==> src/rtl/cdma_frame_sequencer.sv <==
// rtl/cdma_frame_sequencer.sv - CDMA frame sequencer: launches frames, drives chip counter/rotate_code, flags decoded words
//
// Purpose:
//   Accepts one word per participating source lane at frame launch, then steps
//   the shared chip counter through 0..CODE_LEN-1 with rotate_code asserted.
//   After the last chip the decoded word is presented with dec_valid until
//   dec_ready. A new frame may launch in the same cycle as that transfer.
//
// Optional feature (macro CDMA_SEQ_PERF_EN):
//   Adds saturating frame_cnt / stall_cnt performance counters.
//
// Ports:
//   clk          clock
//   rst          asynchronous reset, active-low
//   src_valid    [N_SRC]  lane has a word to send
//   src_ready    [N_SRC]  one-cycle accept pulse per lane at launch
//   enc_load     encoders capture lane data of frame_mask lanes
//   frame_mask   [N_SRC]  lanes participating in the current frame
//   counter      [CNT_W]  chip index; all-ones means idle / code reload
//   rotate_code  advance codes by one chip
//   dec_valid    decoders hold a complete word
//   dec_mask     [N_SRC]  lanes valid in the decoded word
//   dec_ready    downstream accepts decoded word
//   busy         sequencer is in RUN or DONE
//   frame_cnt    [32]     (perf) completed frame transfers, saturating
//   stall_cnt    [32]     (perf) DONE cycles with dec_ready low, saturating

module cdma_frame_sequencer #(
  parameter int N_SRC    = 4,
  parameter int CODE_LEN = 8,
  parameter int CNT_W    = 4
) (
  input  logic             clk,
  input  logic             rst,
  input  logic [N_SRC-1:0] src_valid,
  output logic [N_SRC-1:0] src_ready,
  output logic             enc_load,
  output logic [N_SRC-1:0] frame_mask,
  output logic [CNT_W-1:0] counter,
  output logic             rotate_code,
  output logic             dec_valid,
  output logic [N_SRC-1:0] dec_mask,
  input  logic             dec_ready,
  output logic             busy
`ifdef CDMA_SEQ_PERF_EN
  ,
  output logic [31:0]      frame_cnt,
  output logic [31:0]      stall_cnt
`endif
);

  typedef enum logic [1:0] {
    IDLE = 2'd0,
    RUN  = 2'd1,
    DONE = 2'd2
  } state_t;

  // All-ones is reserved as the "no chip" value, so it can never be a chip index.
  localparam logic [CNT_W-1:0] CNT_IDLE = '1;
  localparam logic [CNT_W-1:0] CNT_LAST = CNT_W'(CODE_LEN - 1);

  state_t             state, state_n;
  logic [CNT_W-1:0]   cnt_n;
  logic [N_SRC-1:0]   mask_n;
  logic               launch;
  logic               rotate_c;
  logic               done_c;

  always_ff @(posedge clk or negedge rst) begin
    if (!rst) begin
      state      <= IDLE;
      counter    <= CNT_IDLE;
      frame_mask <= '0;
    end else begin
      state      <= state_n;
      counter    <= cnt_n;
      frame_mask <= mask_n;
    end
  end

  always_comb begin
    state_n  = state;
    cnt_n    = counter;
    mask_n   = frame_mask;
    launch   = 1'b0;
    rotate_c = 1'b0;
    done_c   = 1'b0;
    case (state)
      IDLE: begin
        cnt_n = CNT_IDLE;
        // Gated by rst so the combinational accept stays quiet while reset is held.
        if (rst && (|src_valid)) launch = 1'b1;
      end
      RUN: begin
        rotate_c = 1'b1;
        if (counter == CNT_LAST) begin
          state_n = DONE;
          cnt_n   = CNT_IDLE;
        end else begin
          cnt_n = counter + CNT_W'(1);
        end
      end
      DONE: begin
        done_c = 1'b1;
        cnt_n  = CNT_IDLE;
        if (dec_ready) begin
          if (|src_valid) begin
            launch = 1'b1;
          end else begin
            state_n = IDLE;
            mask_n  = '0;
          end
        end
      end
      default: begin
        state_n = IDLE;
        cnt_n   = CNT_IDLE;
        mask_n  = '0;
      end
    endcase
    // Launch is shared by IDLE and the back-to-back DONE transfer.
    if (launch) begin
      state_n = RUN;
      cnt_n   = '0;
      mask_n  = src_valid;
    end
  end

  assign src_ready   = launch ? src_valid : '0;
  assign enc_load    = launch;
  assign rotate_code = rotate_c;
  assign dec_valid   = done_c;
  assign dec_mask    = done_c ? frame_mask : '0;
  assign busy        = (state != IDLE);

`ifdef CDMA_SEQ_PERF_EN
  always_ff @(posedge clk or negedge rst) begin
    if (!rst) begin
      frame_cnt <= '0;
      stall_cnt <= '0;
    end else begin
      if (done_c && dec_ready && (frame_cnt != '1)) frame_cnt <= frame_cnt + 32'd1;
      if (done_c && !dec_ready && (stall_cnt != '1)) stall_cnt <= stall_cnt + 32'd1;
    end
  end
`endif

endmodule

==> config.mk <==
export PLATFORM = sky130hd
export DESIGN_NAME = cdma_frame_sequencer
export DESIGN_NICKNAME = d
export VERILOG_FILES = /design/src/rtl/cdma_frame_sequencer.sv
export SDC_FILE = /design/constraint.sdc
export NUM_CORES = 1
export LEC_CHECK = 0
export ABC_AREA = 1
export BUFFER_PORTS_ARGS = -buffer_cell sky130_fd_sc_hd__buf_4
export CAP_MARGIN = 20
export CORE_AREA = 2 2 39 41
export DETAILED_ROUTE_END_ITERATION = 10
export DIE_AREA = 0 0 41 43
export PLACE_DENSITY = 0.69
export SLEW_MARGIN = 25
export SYNTH_ARGS = -nofsm -noshare
export SYNTH_HDL_FRONTEND = slang
export SYNTH_SLANG_ARGS = --single-unit
==> constraint.sdc <==
create_clock -name clk -period 1.6 [get_ports clk]
set_clock_uncertainty 0.1 [all_clocks]
set_input_delay 0.08 -clock clk [delete_from_list [all_inputs] [get_ports clk]]
set_output_delay 0.08 -clock clk [all_outputs]
set_load 0.05 [all_outputs]
==> results_dict.tcl, run 1 <==
set metrics [dict create \
    cp_max_fo 5 \
    gr-total-overflow 0 \
    layout_common_cells "buf_4 (28), inv_1 (15), nand2_1 (14)" \
    max_freq_mhz 627 \
    cts_sinks 10 \
    syn_area_per_cell_um2 7.46 \
    antenna_cells 0 \
    yosys_warnings 0 \
    core.rowCount 14 \
    synth.ff_latch_count 10 \
    syn_nets 81 \
    slowest_stage "dfrtp_2" \
    place_congestion 0.787 \
    coreArea_mm2 0.00138 \
    antenna_found_initial 0 \
    drv_slew 0 \
    start_util 0.393 \
    grt_pass1_wl_mm 2.03 \
    yosysTopAreaCell "dfrtp_1" \
    drv_cap 0 \
    worstMarginPinSlew_ns 0.453 \
    drive_gt1_frac 0.527 \
    clk_latency_ns 0.27 \
    post-route-period-util 0.997 \
    period_minus_slack_ns 1.59 \
    die_y_um 43 \
    synth.area.top_cells "dfrtp_1 (28%), dfstp_2 (19%), inv_1 (12%)" \
    netlist.area_leader.share 0.276 \
    path_clk_slew_ns 0.07 \
    area_growth_pct 69.7 \
    dieArea_mm2 0.00176 \
    min_path_cells 5 \
    wl_per_cell_um 10.7 \
    drtIter0Drc 4 \
    status "completed" \
    grt_pass1_vias 508 \
    cts_buffers 3 \
    wl_mm 1.38 \
    rsz0062_at_grt "true" \
    synthCells 73 \
    hold_viol_final 0 \
    cts_tree "built" \
    grtUsageTotal 0.170 \
    critPathKind "register to output pin" \
    hp-class "input pin to register" \
    fillers 113 \
    clock_path_buffers 2 \
    cp-start-kind "register" \
    io_pins 27 \
    fin_area_um2 923 \
    vias 549 \
    drt_pass1_iterations 4 \
    dpl_cell_area_um2 762 \
    cp_num_buf_inv 3 \
    viasPerCell 4.29 \
    die_w_um 41 \
    max_stage_delay_ns 0.44 \
    final_common_cell "buf_4" \
    cts_htree_levels 1 \
    postRouteAntennaNets 0 \
    drc 0 \
    path_cells "nor2_4 -> nand2_2 -> nand2_2 -> nand2_4 -> inv_6 -> nand2_4 -> inv_2 -> buf_8" \
    yosysUniqueCellTypes 16 \
    crit_arrival_ns 1.41 \
    relSlewSlack 0.697 \
    critPathTopFamily "flip-flops" \
    cp_data_required_time_ns 1.42 \
    tns_ns 0 \
    grt_start_max_net_pins 11 \
    synth_area_um2 544 \
    synth_seq_area_share 0.469 \
    setup-violations-final 0 \
    cp-end-kind "output pin" \
    cts-root-buf "clkbuf_4" \
    rr_worst_depth 9 \
    port_buffers 26 \
    cp.depth 8 \
    hpwl_um 910 \
    nNetsFinal 121 \
]
[area by class of cell]
cell class                 count  area, um^2  share of cell area
tap                           16        20.0              0.0217
inverter                      20        80.1              0.0867
sequential                    10         256               0.278
timing repair buffer          35         293               0.317
multi-input combinational     43         248               0.268
clock buffer                   4        26.3              0.0285
[per-stage QoR]
stage               utilization  hold slack (ns)  setup WS [ns]  cells
finish                    0.667           0.0737        0.00528    128
CTS                       0.614           0.0511        0.00360    124
global placement          0.551           -0.182          0.196    115
detailed placement        0.551           -0.181          0.131    115
global route              0.667           0.0919        -0.0652    128
floorplan                     -           -0.316         -0.172     73
[final timing paths]
kind / start / to / slack, ns
max in group asynchronous: rst / counter[2]$_DFF_PN1_ / 0.85
worst min register to register: frame_mask[3]$_DFFE_PN0P_ / frame_mask[3]$_DFFE_PN0P_ / 0.40
worst min-delay path: src_valid[0] / frame_mask[0]$_DFFE_PN0P_ / 0.07
worst max register to register: state[1]$_DFFE_PN0P_ / frame_mask[1]$_DFFE_PN0P_ / 0.16
min in group asynchronous: rst / frame_mask[3]$_DFFE_PN0P_ / 0.20
worst max-delay path: state[1]$_DFFE_PN0P_ / src_ready[2] / 0.005
[repair_timing]
action,CTS,global route
hold buffers,3,0
setup buffers,2,4
hold endpoints to repair,12,0
resized for setup,6,15
setup endpoints to repair,4,6
pin swaps,0,3
[kinds of logic after synthesis]
| family | after synthesis | share of synthesized area |
|---|---|---|
| DFF | 10 | 0.469 |
| adders and majority gates | 1 | 0.0230 |
| xor gates and xnor gates | 2 | 0.0322 |
| and+or+nand+nor | 36 | 0.301 |
| buffers and inverters | 20 | 0.138 |
| AOI/OAI and AO/OA | 4 | 0.0368 |
[metal layers]
metal  part of all wire  routed length, um  global-route usage  up-vias
li1                   -                  -                   -      288
met5                  0                  0                   0        -
met2               0.56                772               0.275       12
met4              0.021                 29              0.0933        0
met3              0.031                 42              0.0314        4
met1               0.39                530               0.197      245
[cells in the mapped netlist (all sizes together)]
cell,n
o21ai,3
a21oi,1
dfrtp,6
nor2,10
or2,1
inv,20
dfstp,4
xor2,2
nand3,3
nand2,22
ha,1
[sequential cells by signal, summed over array words and instances (netlist names)]
| register | cells |
|---|---|
| counter | 4 |
| frame_mask | 4 |
| state | 2 |
[tightest hold or removal path: stages]
cell	delay, ns
buf_4	0.11
inv_1	0.08
nor2_2	0.06
inv_1	0.05
nand2_1	0.04
Power of run 1 is left out: the tool's default activity adds up to more than one toggle a clock period on the data nets, which glitch-free logic cannot reach.
==> run 2: changes to the inputs <==
--- a/config.mk
+++ b/config.mk
@@ -5,12 +5,14 @@
 export SDC_FILE = /design/constraint.sdc
 export NUM_CORES = 1
 export LEC_CHECK = 0
-export ABC_AREA = 1
+export ABC_AREA = 0
 export BUFFER_PORTS_ARGS = -buffer_cell sky130_fd_sc_hd__buf_4
 export CAP_MARGIN = 20
-export CORE_AREA = 2 2 39 41
+export CELL_PAD_IN_SITES_DETAIL_PLACEMENT = 1
+export CELL_PAD_IN_SITES_GLOBAL_PLACEMENT = 2
+export CORE_ASPECT_RATIO = 0.8
+export CORE_UTILIZATION = 23
 export DETAILED_ROUTE_END_ITERATION = 10
-export DIE_AREA = 0 0 41 43
 export PLACE_DENSITY = 0.69
 export SLEW_MARGIN = 25
 export SYNTH_ARGS = -nofsm -noshare
==> results_dict.tcl, run 2 <==
set metrics [dict create \
    synth-main-ff-cell "dfrtp_1" \
    cp-start-kind "register" \
    wl_per_cell_um 15.0 \
    cts_buffers 3 \
    r2r_slack_ns 0.09 \
    setup.worst_path.start "state[1]$_DFFE_PN0P_" \
    drive_gt1_frac 0.552 \
    coreArea_mm2 0.00196 \
    gr-total-overflow 0 \
    leakagePower_uw 0.000433 \
    area_growth_pct 84.0 \
    dieArea_mm2 0.00236 \
    switching_share 0.514 \
    nNetsFinal 96 \
    netSwitchingPower_uw 1120 \
    dpl_cell_area_um2 744 \
    cts_sinks 10 \
    rsz0062_at_grt "true" \
    cp_max_fo 6 \
    reg2reg_from "state[0]$_DFFE_PN0P_" \
    crit_arrival_ns 1.44 \
    cp-end-kind "output pin" \
    layout_common_cells "buf_4 (26), and2_1 (6), a22o_1 (5), dfrtp_1 (5), dlygate4sd3_1 (5)" \
    cp_data_required_time_ns 1.42 \
    antenna_cells 0 \
    netlist.area_leader.share 0.301 \
    synth.area.top_cells "dfrtp_1 (30%), dfstp_2 (21%), and2_1 (10%)" \
    fillers 217 \
    syn_nets 55 \
    synth.ff_latch_count 10 \
    cts_htree_levels 1 \
    hpwl_mm 1.07 \
    grt_pass1_wl_mm 2.67 \
    cts-root-buf "clkbuf_4" \
    final_common_cell "buf_4" \
    grt_start_max_net_pins 11 \
    place_congestion 0.695 \
    core.rowCount 14 \
    violations "negative setup slack" \
    yosysUniqueCellTypes 20 \
    setup-violations-final 6 \
    synthCells 47 \
    hold_viol_final 0 \
    clkPwrFrac 0.111 \
    start_util 0.254 \
    power_frac_comb 0.634 \
    io_pins 27 \
    yosysTopAreaCell "dfrtp_1" \
    seqPwrFrac 0.256 \
    synth_edf_count 0 \
    worstMarginPinSlew_ns 0.505 \
    antenna_found_initial 0 \
    synth_seq_area_share 0.511 \
    clk_latency_ns 0.28 \
    fin_area_um2 918 \
    grtUsageTotal 0.167 \
    wl_mm 1.67 \
    synthArstFlopShare 1.00 \
    holdCritStartpoint "dec_ready" \
    post-route-period-util 1.01 \
    drv_cap 0 \
    synthTopCellsByCount "and2_1 (8), dfrtp_1 (6), a22o_1 (5), a21oi_1 (4), dfstp_2 (4)" \
    drc 0 \
    max_freq_mhz 619 \
    drtIter0Drc 3 \
    period_minus_slack_ns 1.62 \
    hp-class "input pin to register" \
    reg_top3 "counter: 4 flops, frame_mask: 4 flops, state: 2 flops" \
    ir_drop_mv 1.08 \
    cts_tree "built" \
    port_buffers 26 \
    viasPerCell 4.59 \
    drt_pass1_iterations 4 \
    synth_area_um2 499 \
    p_int_uw 1060 \
    clock_path_buffers 2 \
    critPathKind "register to output pin" \
    status "finished, violations left" \
    p_per_area_mw_per_mm2 2370 \
    yosys_warnings 0 \
    yosysMostFrequentCell "and2_1" \
    die_y_um 43.7 \
    die_w_um 54.1 \
    relSlewSlack 0.662 \
    timing.hold.ws_ns 0.0188 \
    vias 510 \
    timing.final.ws_setup_ns -0.0152 \
    drv_slew 0 \
    grt_pass1_vias 501 \
    syn_area_per_cell_um2 10.6 \
    path_clk_slew_ns 0.07 \
    postRouteAntennaNets 0 \
]
==> run 2: cell count changes after synthesis, sizes merged, moves of 2 or more <==
cell   before  now
inv        20    3
nand3       3    1
a21oi       1    4
nand2      22    1
a22o        0    5
o21ai       3    1
nor2       10    2
and2        0    8
nor2b       0    2
==> run 2: area by class of cell <==
cell class,count,area (um^2),area share
Clock buffer,4,36.3,0.0395
Inverter,3,11.3,0.0123
Multi-Input combinational cell,34,275,0.300
Sequential cell,10,256,0.279
Tap cell,24,30.0,0.0327
Timing Repair Buffer,36,309,0.337
==> run 2: timing repair <==
item,in CTS,in global routing
hold endpoints to repair,14,0
setup buffers,3,1
pin swaps,2,4
endpoints found under the setup margin,5,10
hold buffers,5,0
resized for setup,11,5
==> run 2: power by group through the flow <==
stage          logic (uW)  clock network (uW)  registers, uW
2_1_floorplan         573                   0            866
3_3_place_gp         1270                   0            541
3_5_place_dp         1280                   0            540
4_1_cts              1370                 242            553
5_1_grt              1470                 265            582
6_report             1380                 241            556
==> run 2: worst paths after layout <==
| path | endpoint | cells after the start |
|---|---|---|
| max | src_ready[0] | 4 |
| min | state[1]$_DFFE_PN0P_ | 3 |
| max reg2reg | frame_mask[1]$_DFFE_PN0P_ | 3 |
| min reg2reg | frame_mask[3]$_DFFE_PN0P_ | 1 |
| max in group asynchronous | state[1]$_DFFE_PN0P_ | 2 |
| min in group asynchronous | frame_mask[1]$_DFFE_PN0P_ | 2 |
==> run 2: cell families (layout without fill, tap and decap cells) <==
kind of cell,Yosys count,count (layout),share of synthesized area
XOR/XNOR,2,2,0.0351
AND/OR/NAND/NOR,18,18,0.216
flip-flops,10,10,0.511
AO/OA/AOI/OAI,12,12,0.170
adder cells (fa/ha/maj),1,1,0.0251
multiplexers,1,1,0.0201
buffers and inverters,3,43,0.0226
==> run 2: metal layers <==
layer  track usage  vias to the layer above  share of wire
met4        0.0769                        0          0.025
met3        0.0421                        5          0.040
li1              -                      246              -
met1         0.241                      247           0.46
met2         0.232                       12           0.47
met5             0                        -              0
==> run 2: metrics by stage <==
| stage | setup WS (ns) | util | setup TNS, ns | total power, uW | std cells |
|---|---|---|---|---|---|
| after global routing | -0.102 | 0.468 | -0.743 | 2310 | 111 |
| after global placement | 0.105 | 0.379 | 0 | 1810 | 99 |
| after detailed placement | 0.105 | 0.379 | 0 | 1820 | 99 |
| final | -0.0152 | 0.468 | -0.0579 | 2170 | 111 |
| after CTS | -0.0136 | 0.459 | -0.0593 | 2170 | 111 |
| after floorplan | -0.0545 | - | -0.329 | 1440 | 47 |
==> run 2: worst max-delay path, stage by stage (launching register included) <==
cell,delay (ns)
dfrtp_2,0.45
mux2i_4,0.22
nor2_4,0.16
and2_1,0.16
buf_6,0.16
(Power assumes the default switching activity.)
